`src/rtl/fir_pkg.sv`:
```
// Shared FIR types: default widths, accumulator FSM states and signed data typedefs.
package fir_pkg;

    localparam int PROD_W_DEF = 32;
    localparam int OUT_W_DEF  = 16;

    typedef enum logic [1:0] {IDLE, ACC, OUT} akum_state_t;

    typedef logic signed [PROD_W_DEF-1:0] prod_t;
    typedef logic signed [OUT_W_DEF-1:0]  sample_t;

endpackage

```
`src/rtl/akumulator_fir_if.sv`:
```
// Handshake bundle between the multiplier, the accumulator and the downstream sample consumer.
interface akumulator_fir_if #(
    parameter int PROD_W = 32,
    parameter int OUT_W  = 16,
    parameter int TAPS   = 16
);
    localparam int IDX_W = (TAPS > 1) ? $clog2(TAPS) : 1;

    logic                     start;
    logic signed [PROD_W-1:0] mnozenie_wynik;
    logic                     mnozenie_valid;
    logic [IDX_W-1:0]         tap_idx;
    logic                     busy;
    logic signed [OUT_W-1:0]  wynik;
    logic                     wynik_valid;
    logic                     wynik_ready;
    logic                     nasyc;

    modport master (
        output start, mnozenie_wynik, mnozenie_valid, wynik_ready,
        input  tap_idx, busy, wynik, wynik_valid, nasyc
    );

    modport slave (
        input  start, mnozenie_wynik, mnozenie_valid, wynik_ready,
        output tap_idx, busy, wynik, wynik_valid, nasyc
    );

endinterface

```
`src/rtl/akumulator_fir_zaokr_nasyc.sv`:
```
// Combinational round-half-up and saturate from the wide accumulator down to a Q15 sample.
module zaokr_nasyc #(
    parameter int ACC_W = 36,
    parameter int OUT_W = 16,
    parameter int SHIFT = 15
) (
    input  logic signed [ACC_W-1:0] i_acc,
    output logic signed [OUT_W-1:0] o_wynik,
    output logic                    o_nasyc
);
    // One extra bit so adding the rounding constant can never wrap.
    localparam int SUM_W = ACC_W + 1;

    localparam logic signed [SUM_W-1:0] HALF = {{(SUM_W-1){1'b0}}, 1'b1} << (SHIFT-1);
    localparam logic signed [SUM_W-1:0] MAXV = {{(SUM_W-OUT_W+1){1'b0}}, {(OUT_W-1){1'b1}}};
    localparam logic signed [SUM_W-1:0] MINV = {{(SUM_W-OUT_W+1){1'b1}}, {(OUT_W-1){1'b0}}};

    logic signed [SUM_W-1:0] w_sum;
    logic signed [SUM_W-1:0] w_shr;

    assign w_sum = {i_acc[ACC_W-1], i_acc} + HALF;
    assign w_shr = w_sum >>> SHIFT;

    always_comb begin
        o_wynik = w_shr[OUT_W-1:0];
        o_nasyc = 1'b0;
        if (w_shr > MAXV) begin
            o_wynik = {1'b0, {(OUT_W-1){1'b1}}};
            o_nasyc = 1'b1;
        end else if (w_shr < MINV) begin
            o_wynik = {1'b1, {(OUT_W-1){1'b0}}};
            o_nasyc = 1'b1;
        end
    end

endmodule

```
`src/rtl/akumulator_fir.sv`:
```
// Sums TAPS signed products per output sample, then rounds/saturates to Q15 behind a valid/ready handshake.
module akumulator_fir
    import fir_pkg::*;
#(
    parameter int PROD_W = PROD_W_DEF,
    parameter int TAPS   = 16,
    parameter int ACC_W  = PROD_W + $clog2(TAPS),
    parameter int OUT_W  = OUT_W_DEF,
    parameter int SHIFT  = 15
) (
    input  logic            clk,
    input  logic            rst,
    akumulator_fir_if.slave bus
);
    localparam int IDX_W = (TAPS > 1) ? $clog2(TAPS) : 1;

    akum_state_t             r_state;
    logic signed [ACC_W-1:0] r_acc;
    logic [IDX_W-1:0]        r_tap;
    logic signed [OUT_W-1:0] r_wynik;
    logic                    r_nasyc;

    logic signed [ACC_W-1:0] w_acc_next;
    logic signed [OUT_W-1:0] w_round;
    logic                    w_sat;
    logic                    w_last;

    assign w_acc_next = r_acc + {{(ACC_W-PROD_W){bus.mnozenie_wynik[PROD_W-1]}}, bus.mnozenie_wynik};
    assign w_last     = (r_tap == IDX_W'(TAPS-1));

    // Rounding works on the sum including the product arriving this cycle, so the
    // final tap lands in wynik on the same edge that leaves ACC.
    zaokr_nasyc #(
        .ACC_W (ACC_W),
        .OUT_W (OUT_W),
        .SHIFT (SHIFT)
    ) u_zaokr (
        .i_acc   (w_acc_next),
        .o_wynik (w_round),
        .o_nasyc (w_sat)
    );

    always_ff @(posedge clk) begin
        if (rst) begin
            r_state <= IDLE;
            r_acc   <= '0;
            r_tap   <= '0;
            r_wynik <= '0;
            r_nasyc <= 1'b0;
        end else begin
            case (r_state)
                IDLE: begin
                    if (bus.start) begin
                        r_acc   <= '0;
                        r_tap   <= '0;
                        r_state <= ACC;
                    end
                end
                ACC: begin
                    if (bus.mnozenie_valid) begin
                        r_acc <= w_acc_next;
                        if (w_last) begin
                            r_tap   <= '0;
                            r_wynik <= w_round;
                            r_nasyc <= w_sat;
                            r_state <= OUT;
                        end else begin
                            r_tap <= r_tap + IDX_W'(1);
                        end
                    end
                end
                OUT: begin
                    if (bus.wynik_ready) begin
                        r_state <= IDLE;
                    end
                end
                default: r_state <= IDLE;
            endcase
        end
    end

    assign bus.tap_idx     = r_tap;
    assign bus.busy        = (r_state != IDLE);
    assign bus.wynik       = r_wynik;
    assign bus.wynik_valid = (r_state == OUT);
    assign bus.nasyc       = r_nasyc;

endmodule

```
`src/flat_wrapper.sv`:
```
// flat-port wrapper written by rule: the top's interface ports become plain ports
module akumulator_fir_flat import fir_pkg::*;
#(
    parameter int PROD_W = PROD_W_DEF,
    parameter int TAPS   = 16,
    parameter int ACC_W  = PROD_W + $clog2(TAPS),
    parameter int OUT_W  = OUT_W_DEF,
    parameter int SHIFT  = 15
)
  (clk, rst, bus_start, bus_mnozenie_wynik, bus_mnozenie_valid, bus_wynik_ready, bus_tap_idx, bus_busy, bus_wynik, bus_wynik_valid, bus_nasyc);
  akumulator_fir_if #(.PROD_W(PROD_W), .OUT_W(OUT_W), .TAPS(TAPS)) bus_i ();
  input  logic clk;
  input  logic rst;
  input wire logic [$bits(bus_i.start)-1:0] bus_start;
  input wire logic [$bits(bus_i.mnozenie_wynik)-1:0] bus_mnozenie_wynik;
  input wire logic [$bits(bus_i.mnozenie_valid)-1:0] bus_mnozenie_valid;
  input wire logic [$bits(bus_i.wynik_ready)-1:0] bus_wynik_ready;
  output wire logic [$bits(bus_i.tap_idx)-1:0] bus_tap_idx;
  output wire logic [$bits(bus_i.busy)-1:0] bus_busy;
  output wire logic [$bits(bus_i.wynik)-1:0] bus_wynik;
  output wire logic [$bits(bus_i.wynik_valid)-1:0] bus_wynik_valid;
  output wire logic [$bits(bus_i.nasyc)-1:0] bus_nasyc;
  assign bus_i.start = bus_start;
  assign bus_i.mnozenie_wynik = bus_mnozenie_wynik;
  assign bus_i.mnozenie_valid = bus_mnozenie_valid;
  assign bus_i.wynik_ready = bus_wynik_ready;
  assign bus_tap_idx = bus_i.tap_idx;
  assign bus_busy = bus_i.busy;
  assign bus_wynik = bus_i.wynik;
  assign bus_wynik_valid = bus_i.wynik_valid;
  assign bus_nasyc = bus_i.nasyc;
  akumulator_fir #(.PROD_W(PROD_W), .TAPS(TAPS), .ACC_W(ACC_W), .OUT_W(OUT_W), .SHIFT(SHIFT)) u_core (.clk(clk), .rst(rst), .bus(bus_i));
endmodule
```
`config.mk`:
```
export PLATFORM = sky130hd
export DESIGN_NAME = akumulator_fir_flat
export DESIGN_NICKNAME = d
export VERILOG_FILES = /design/src/rtl/fir_pkg.sv /design/src/rtl/akumulator_fir_if.sv /design/src/rtl/akumulator_fir_zaokr_nasyc.sv /design/src/rtl/akumulator_fir.sv /design/src/flat_wrapper.sv
export SDC_FILE = /design/constraint.sdc
export NUM_CORES = 1
export LEC_CHECK = 0
export CORE_ASPECT_RATIO = 0.9
export CORE_UTILIZATION = 31
export CTS_CLUSTER_SIZE = 28
export DETAILED_ROUTE_END_ITERATION = 7
export SYNTH_ARGS = -nofsm -noshare
export SYNTH_HDL_FRONTEND = slang
export SYNTH_SLANG_ARGS = --single-unit
```
`constraint.sdc`:
```
create_clock -name clk -period 8.3 [get_ports clk]
set_input_delay 0.83 -clock clk [delete_from_list [all_inputs] [get_ports clk]]
set_output_delay 0.83 -clock clk [all_outputs]
set_load 0.005 [all_outputs]
```
==> results.toml, run 1 <==
[layout]
postLayoutCoreUtil_pct = 38.7
number_of_nets_at_the_end_of_the_flow = 749
drive_above_1_share_pct = 9.72
layout_area_growth_over_synthesis_pct = 21.0
post_layout_nonfiller_instances = 881
antenna_cells = 0
nFillCells = 1582

[worst_setup_path]
critPathMaxFanout = 15
cp_num_buf_inv = 1
setup.worst_path.start_class = "primary input"
setup.worst_path.end_class = "flop"
critPathTopFamily = "compound AO/OA/AOI/OAI gates"
critical-path-slowest-cell = "nor4_1"
critical_path_required_ns = 8.55
critical_path_arrival_ns = 5.95
max_stage_delay_ns = 0.49
criticalPathCategory = "primary input to flop"
crit_chain = "clkdlybuf4s50_1 -> ha_1 -> fa_1 -> a211oi_2 -> o21ai_2 -> a221oi_1 -> o21bai_1 -> a41o_1 -> xor2_1 -> nand4_1 -> nor4_1 -> mux2_2 -> o221ai_1 -> nand2_1 -> a211oi_1"

[global_route]
grtUsageTotal_pct = 18.2
global_route.overflow_total = 0
grt_pass1_vias = 4782
first_pass_grt_wire_length_um = 23600
grt_start_max_net_pins = 60
antenna_found_initial = 0

[cts]
cts_max_path_buffers = 2
cts_htree_levels = 3
cts_root_buf = "clkbuf_16"
hold_buffers = 0
worstSkewPairLatency_ns = 0.34
cts_tree = "built"
cts_post_setup_buffers_inserted = 0
total_number_of_clock_tree_sinks = 59
clkSlewWorstSetupHoldPaths_ns = 0.05
cts_made_buffers = 9
ctsResizeCount = 0

[die]
floorplan.initialDensity_pct = 32.0
num_rows = 43
floorplan.die.width_um = 135
pin_count = 60
coreArea_um2 = 15500
die_h_um = 122
dieArea_um2 = 16500

[synth]
synth-seq-cells = 59
synth_top_flop_cell = "dfxtp_1"
share_of_synthesized_flip_flops_with_an_asynchronous_set_or_reset_pct = 0
synth_enable_flop_cells = 0
synth_cell_types = 69
post_synthesis_cell_area_um2 = 4960
synth_seq_area_share_pct = 23.8
mappedNetlistNets = 713
synthesized_area_per_cell_um2 = 7.77
synth_cells = 638
yosysWarningCount = 0

[power]
intPower_mw = 0.681
sequential_cell_fraction_of_total_power_pct = 30.6
combPwrFrac_pct = 24.2
power.switching_mw = 0.292
peakVddDrop_mv = 0.0928
power.static_leakage_nw = 2.24
power_switching_share_pct = 30.0
power.share.clock_pct = 45.3
cellPowerDensity_nw_per_um2 = 162

[sta]
slew-limit-headroom_pct = 30.9
setup_slack_ns = 2.60
fin_worst_skew_ns = 0.00651
timing.final.hold_violations = 0
timing.fmax_ghz = 0.175
tightestPinTransition_ns = 1.03
rsz0062_at_grt = "no"
post-route-period-util_pct = 68.7
final_period_minus_worst_setup_slack_ns = 5.70
finalHoldWorstSlack_ns = 0.453
final_report_setup_violation_count = 0
setup_total_negative_slack_ns = 0
timing_max_transition_violations_final = 0

[run_status]
run_status = "complete, no violations"

[run]
maxCapViolations = 0

[route]
detail_route.vias_per_cell = 5.57
route.vias.total = 4908
firstDrtPassIters = 5
postRouteAntennaNets = 0
route.detailed.drc = 0
drt_initial_violations = 347
average_wire_per_standard_cell_um = 16.4
detail_route.wirelength_um = 14400

[place]
io_buffers = 59
finalWeightedCongestion = 0.895
placedCellCount = 865
dpl.hpwl_um = 10900
pre_cts_slack_ns = 2.34

[min_path]
min-delay-path-class = "flop to flop"
[cell families after synthesis]
kind of cell / after synthesis / share of synthesized area, %
flops: 59 / 23.8
buf+inv: 47 / 4.01
simple gates: 231 / 22.9
compound gates: 219 / 31.7
xor+xnor: 43 / 7.60
mux: 1 / 0.227
fa+ha+maj: 38 / 9.74
[cell usage after synthesis (4+ instances only)]
cell type / n / area share (%)
o22ai_1: 4 / 0.50
and4_1: 4 / 0.71
nand3_1: 16 / 1.6
o21a_1: 4 / 0.61
nor4_1: 6 / 0.76
dfxtp_1: 59 / 24
nor2b_1: 4 / 0.50
or3_1: 4 / 0.50
o21ai_0: 25 / 2.5
a21oi_1: 61 / 6.2
inv_1: 10 / 0.76
nand4_1: 17 / 2.1
and2_1: 9 / 1.1
a22oi_1: 29 / 4.4
nor3_1: 12 / 1.2
and3_1: 4 / 0.50
nor2_1: 82 / 6.2
xor2_1: 14 / 2.5
a21o_1: 9 / 1.4
a21oi_2: 12 / 2.1
clkbuf_1: 24 / 1.8
xnor2_1: 29 / 5.1
buf_2: 12 / 1.2
a211oi_1: 11 / 1.7
nor3b_1: 4 / 0.61
o21ai_1: 8 / 0.81
a211oi_2: 14 / 3.5
nand2_1: 51 / 3.9
o211ai_1: 7 / 1.1
ha_1: 37 / 9.3
or2_2: 5 / 0.63
[power groups by stage]
stage               clock network [mW]  registers [mW]  logic, mW
floorplan                            0           0.301      0.172
global placement                     0           0.303      0.231
detailed placement                   0           0.303      0.233
CTS                              0.450           0.297      0.235
global route                     0.462           0.298      0.260
finish                           0.440           0.297      0.235
[state kept, by name (all words and copies together) (netlist names)]
register,flops
u_core.r_acc,36
u_core.bus.wynik,16
u_core.bus.tap_idx,4
u_core.r_state,2
u_core.bus.nasyc,1
[final timing paths]
path                                             from                  end  slack [ns]  depth (start not counted)
worst max-delay path            bus_mnozenie_wynik[0]  u_core.bus.wynik[3]        2.60                         15
worst min-delay path                  u_core.r_acc[0]      u_core.r_acc[0]        0.45                          2
worst max register to register        u_core.r_acc[0]  u_core.bus.wynik[3]        3.21                         14
worst min register to register        u_core.r_acc[0]      u_core.r_acc[0]        0.45                          2
[cell usage in the layout, fill, tap and decap left out, drive strengths merged, types with 4 or more instances in the layout]
master and instances:
and4 4, or2 6, a21o 9, nand2 51, nor4 9, xnor2 29
clkbuf 11, a22oi 29, clkdlybuf4s50 58, nor3b 4, and2 9, dfxtp 59
inv 10, xor2 14, o22ai 4, buf 4, nand4 17, a211oi 25
o211ai 7, nor2 82, nor2b 5, o21a 4, a21oi 73, o21ai 35
nand3 16, ha 37, and3 4, or3 5, nor3 12
[worst min-delay path, stage by stage (launching register included)]
cell and delay, ns:
dfxtp_1 0.31, nand2_1 0.05, a21oi_1 0.05
[per-layer routing]
metal / wire length, um / track usage (%)
met1: 6600 / 22.4
met2: 6620 / 30.1
met3: 851 / 5.08
met4: 345 / 6.46
met5: 0 / 0
[through the flow]
stage                     power, mW  area (um^2)
after floorplan               0.474         4960
after detailed placement      0.536         5660
after CTS                     0.982         6000
after global placement        0.533         5660
final                         0.973         6000
after global routing           1.02         6000
[final cells by class]
type	count	area [um^2]	share of cell area, %
clock inverters	5	100	1.67
flip-flops and latches	59	1180	19.7
well taps	202	253	4.21
multi-input cells	532	3580	59.6
repair buffers	62	608	10.1
clock buffers	11	243	4.05
inverters	10	37.5	0.626
(Power assumes the default switching activity.)
==> run 2, diff against run 1 <==
Clock period 8.3 ns to 5.5 ns, I/O delays scaled along.
==> results.toml, run 2 (synthesis results as in run 1) <==
[worst_setup_path]
critical_path_required_ns = 5.73
criticalPathCategory = "primary input to flop"
critical_path_arrival_ns = 5.25
critPathTopFamily = "simple AND/OR/NAND/NOR gates"
critical-path-slowest-cell = "nand2_1"
cp_num_buf_inv = 1
critPathMaxFanout = 15
max_stage_delay_ns = 0.47
crit_chain = "clkdlybuf4s50_1 -> ha_1 -> fa_1 -> a211oi_2 -> o21ai_2 -> a22o_1 -> a31o_1 -> nor4_4 -> nand4_1 -> or2_2 -> nor4_1 -> mux2_2 -> o221ai_1 -> nand2_1 -> a211oi_1"
setup.worst_path.start_class = "primary input"
setup.worst_path.end_class = "flop"

[layout]
multi_input_comb_area_um2 = 3580
layout.cells.most_common = "nor2_1"
top_register = "u_core.r_acc"
drive_above_1_share_pct = 10.2
ff_latch_area_um2 = 1180
number_of_nets_at_the_end_of_the_flow = 755
antenna_cells = 0
layout_area_growth_over_synthesis_pct = 21.4
largest_register_ffs = 36
layout_common_cells = "nor2_1 (82), a21oi_1 (61), dfxtp_1 (59)"
nFillCells = 1607

[die]
num_rows = 43
floorplan.die.width_um = 135
floorplan.initialDensity_pct = 32.0
die_h_um = 122
pin_count = 60
coreArea_um2 = 15500
dieArea_um2 = 16500

[sta]
timing.final.hold_violations = 0
rsz0062_at_grt = "no"
final_report_setup_violation_count = 0
final_period_minus_worst_setup_slack_ns = 5.02
tightestPinTransition_ns = 1.05
fin_worst_skew_ns = 0.00663
setup_total_negative_slack_ns = 0
post-route-period-util_pct = 91.2
slew-limit-headroom_pct = 29.7
timing_max_transition_violations_final = 0
timing.fmax_ghz = 0.199

[cts]
cts_tree = "built"
hold_buffers = 0
cts_htree_levels = 3
cts_post_setup_buffers_inserted = 0
clkSlewWorstSetupHoldPaths_ns = 0.05
cts_max_path_buffers = 2
total_number_of_clock_tree_sinks = 59
ctsResizeCount = 0
worstSkewPairLatency_ns = 0.33
cts_root_buf = "clkbuf_16"
cts_made_buffers = 9

[route]
postRouteAntennaNets = 0
route.vias.total = 4971
detail_route.wirelength_um = 14600
average_wire_per_standard_cell_um = 16.5
route.detailed.drc = 0
drt_initial_violations = 334
firstDrtPassIters = 4
detail_route.vias_per_cell = 5.62

[power]
peakVddDrop_mv = 0.155
power.static_leakage_nw = 2.26
total_power_mw = 1.43
cellPowerDensity_nw_per_um2 = 238

[run_status]
run_status = "complete, no violations"

[run]
maxCapViolations = 0

[global_route]
global_route.overflow_total = 0
first_pass_grt_wire_length_um = 23700
antenna_found_initial = 0
grt_pass1_vias = 4734
grtUsageTotal_pct = 18.1
grt_start_max_net_pins = 60

[min_path]
min-delay-path-class = "flop to flop"

[place]
io_buffers = 59
finalWeightedCongestion = 0.907
dpl.hpwl_um = 11100
## run 2: layout make-up
cell class                      instances  share of cell area [%]
Clock buffer                           12                    4.26
Clock inverter                          2                   0.998
Inverter                               10                   0.624
Multi-Input combinational cell        532                    59.4
Sequential cell                        59                    19.6
Tap cell                              202                    4.20
Timing Repair Buffer                   68                    10.9
## run 2: final timing paths
check             depth (start not counted)  slack [ns]             startpoint                   to
setup reg to reg                         14        0.82        u_core.r_acc[0]  u_core.bus.wynik[4]
setup / recovery                         15        0.48  bus_mnozenie_wynik[0]  u_core.bus.wynik[4]
hold / removal                            2        0.46       u_core.bus.nasyc     u_core.bus.nasyc
hold reg to reg                           2        0.46       u_core.bus.nasyc     u_core.bus.nasyc
## run 2: worst min-delay path, cell delays in order (launching register included)
cell and delay (ns):
dfxtp_1 0.30, nand2_1 0.05, a21oi_1 0.05
## run 2: where the power goes
part           switching (mW)  internal (mW)
sequential            0.00877          0.440
combinational           0.225          0.142
clock                   0.201          0.416
total                   0.435          0.999
## run 2: routing by layer
metal / vias to the layer above / global-route usage (%) / part of all wire (%)
li1: 2463 / - / -
met3: 16 / 3.33 / 4.2
met5: - / 0 / 0
met2: 130 / 30.7 / 47
met1: 2362 / 23.2 / 48
met4: 0 / 5.20 / 1.3
## run 2: through the flow
step	cells	cell area (um^2)	hold slack (ns)	utilization (%)	setup slack, ns
floorplan	638	4960	0.436	-	1.14
global placement	871	5700	0.445	36.8	0.319
detailed placement	871	5700	0.451	36.8	0.179
CTS	885	6020	0.458	38.8	0.481
global route	885	6020	0.494	38.8	0.235
finish	885	6020	0.455	38.8	0.485
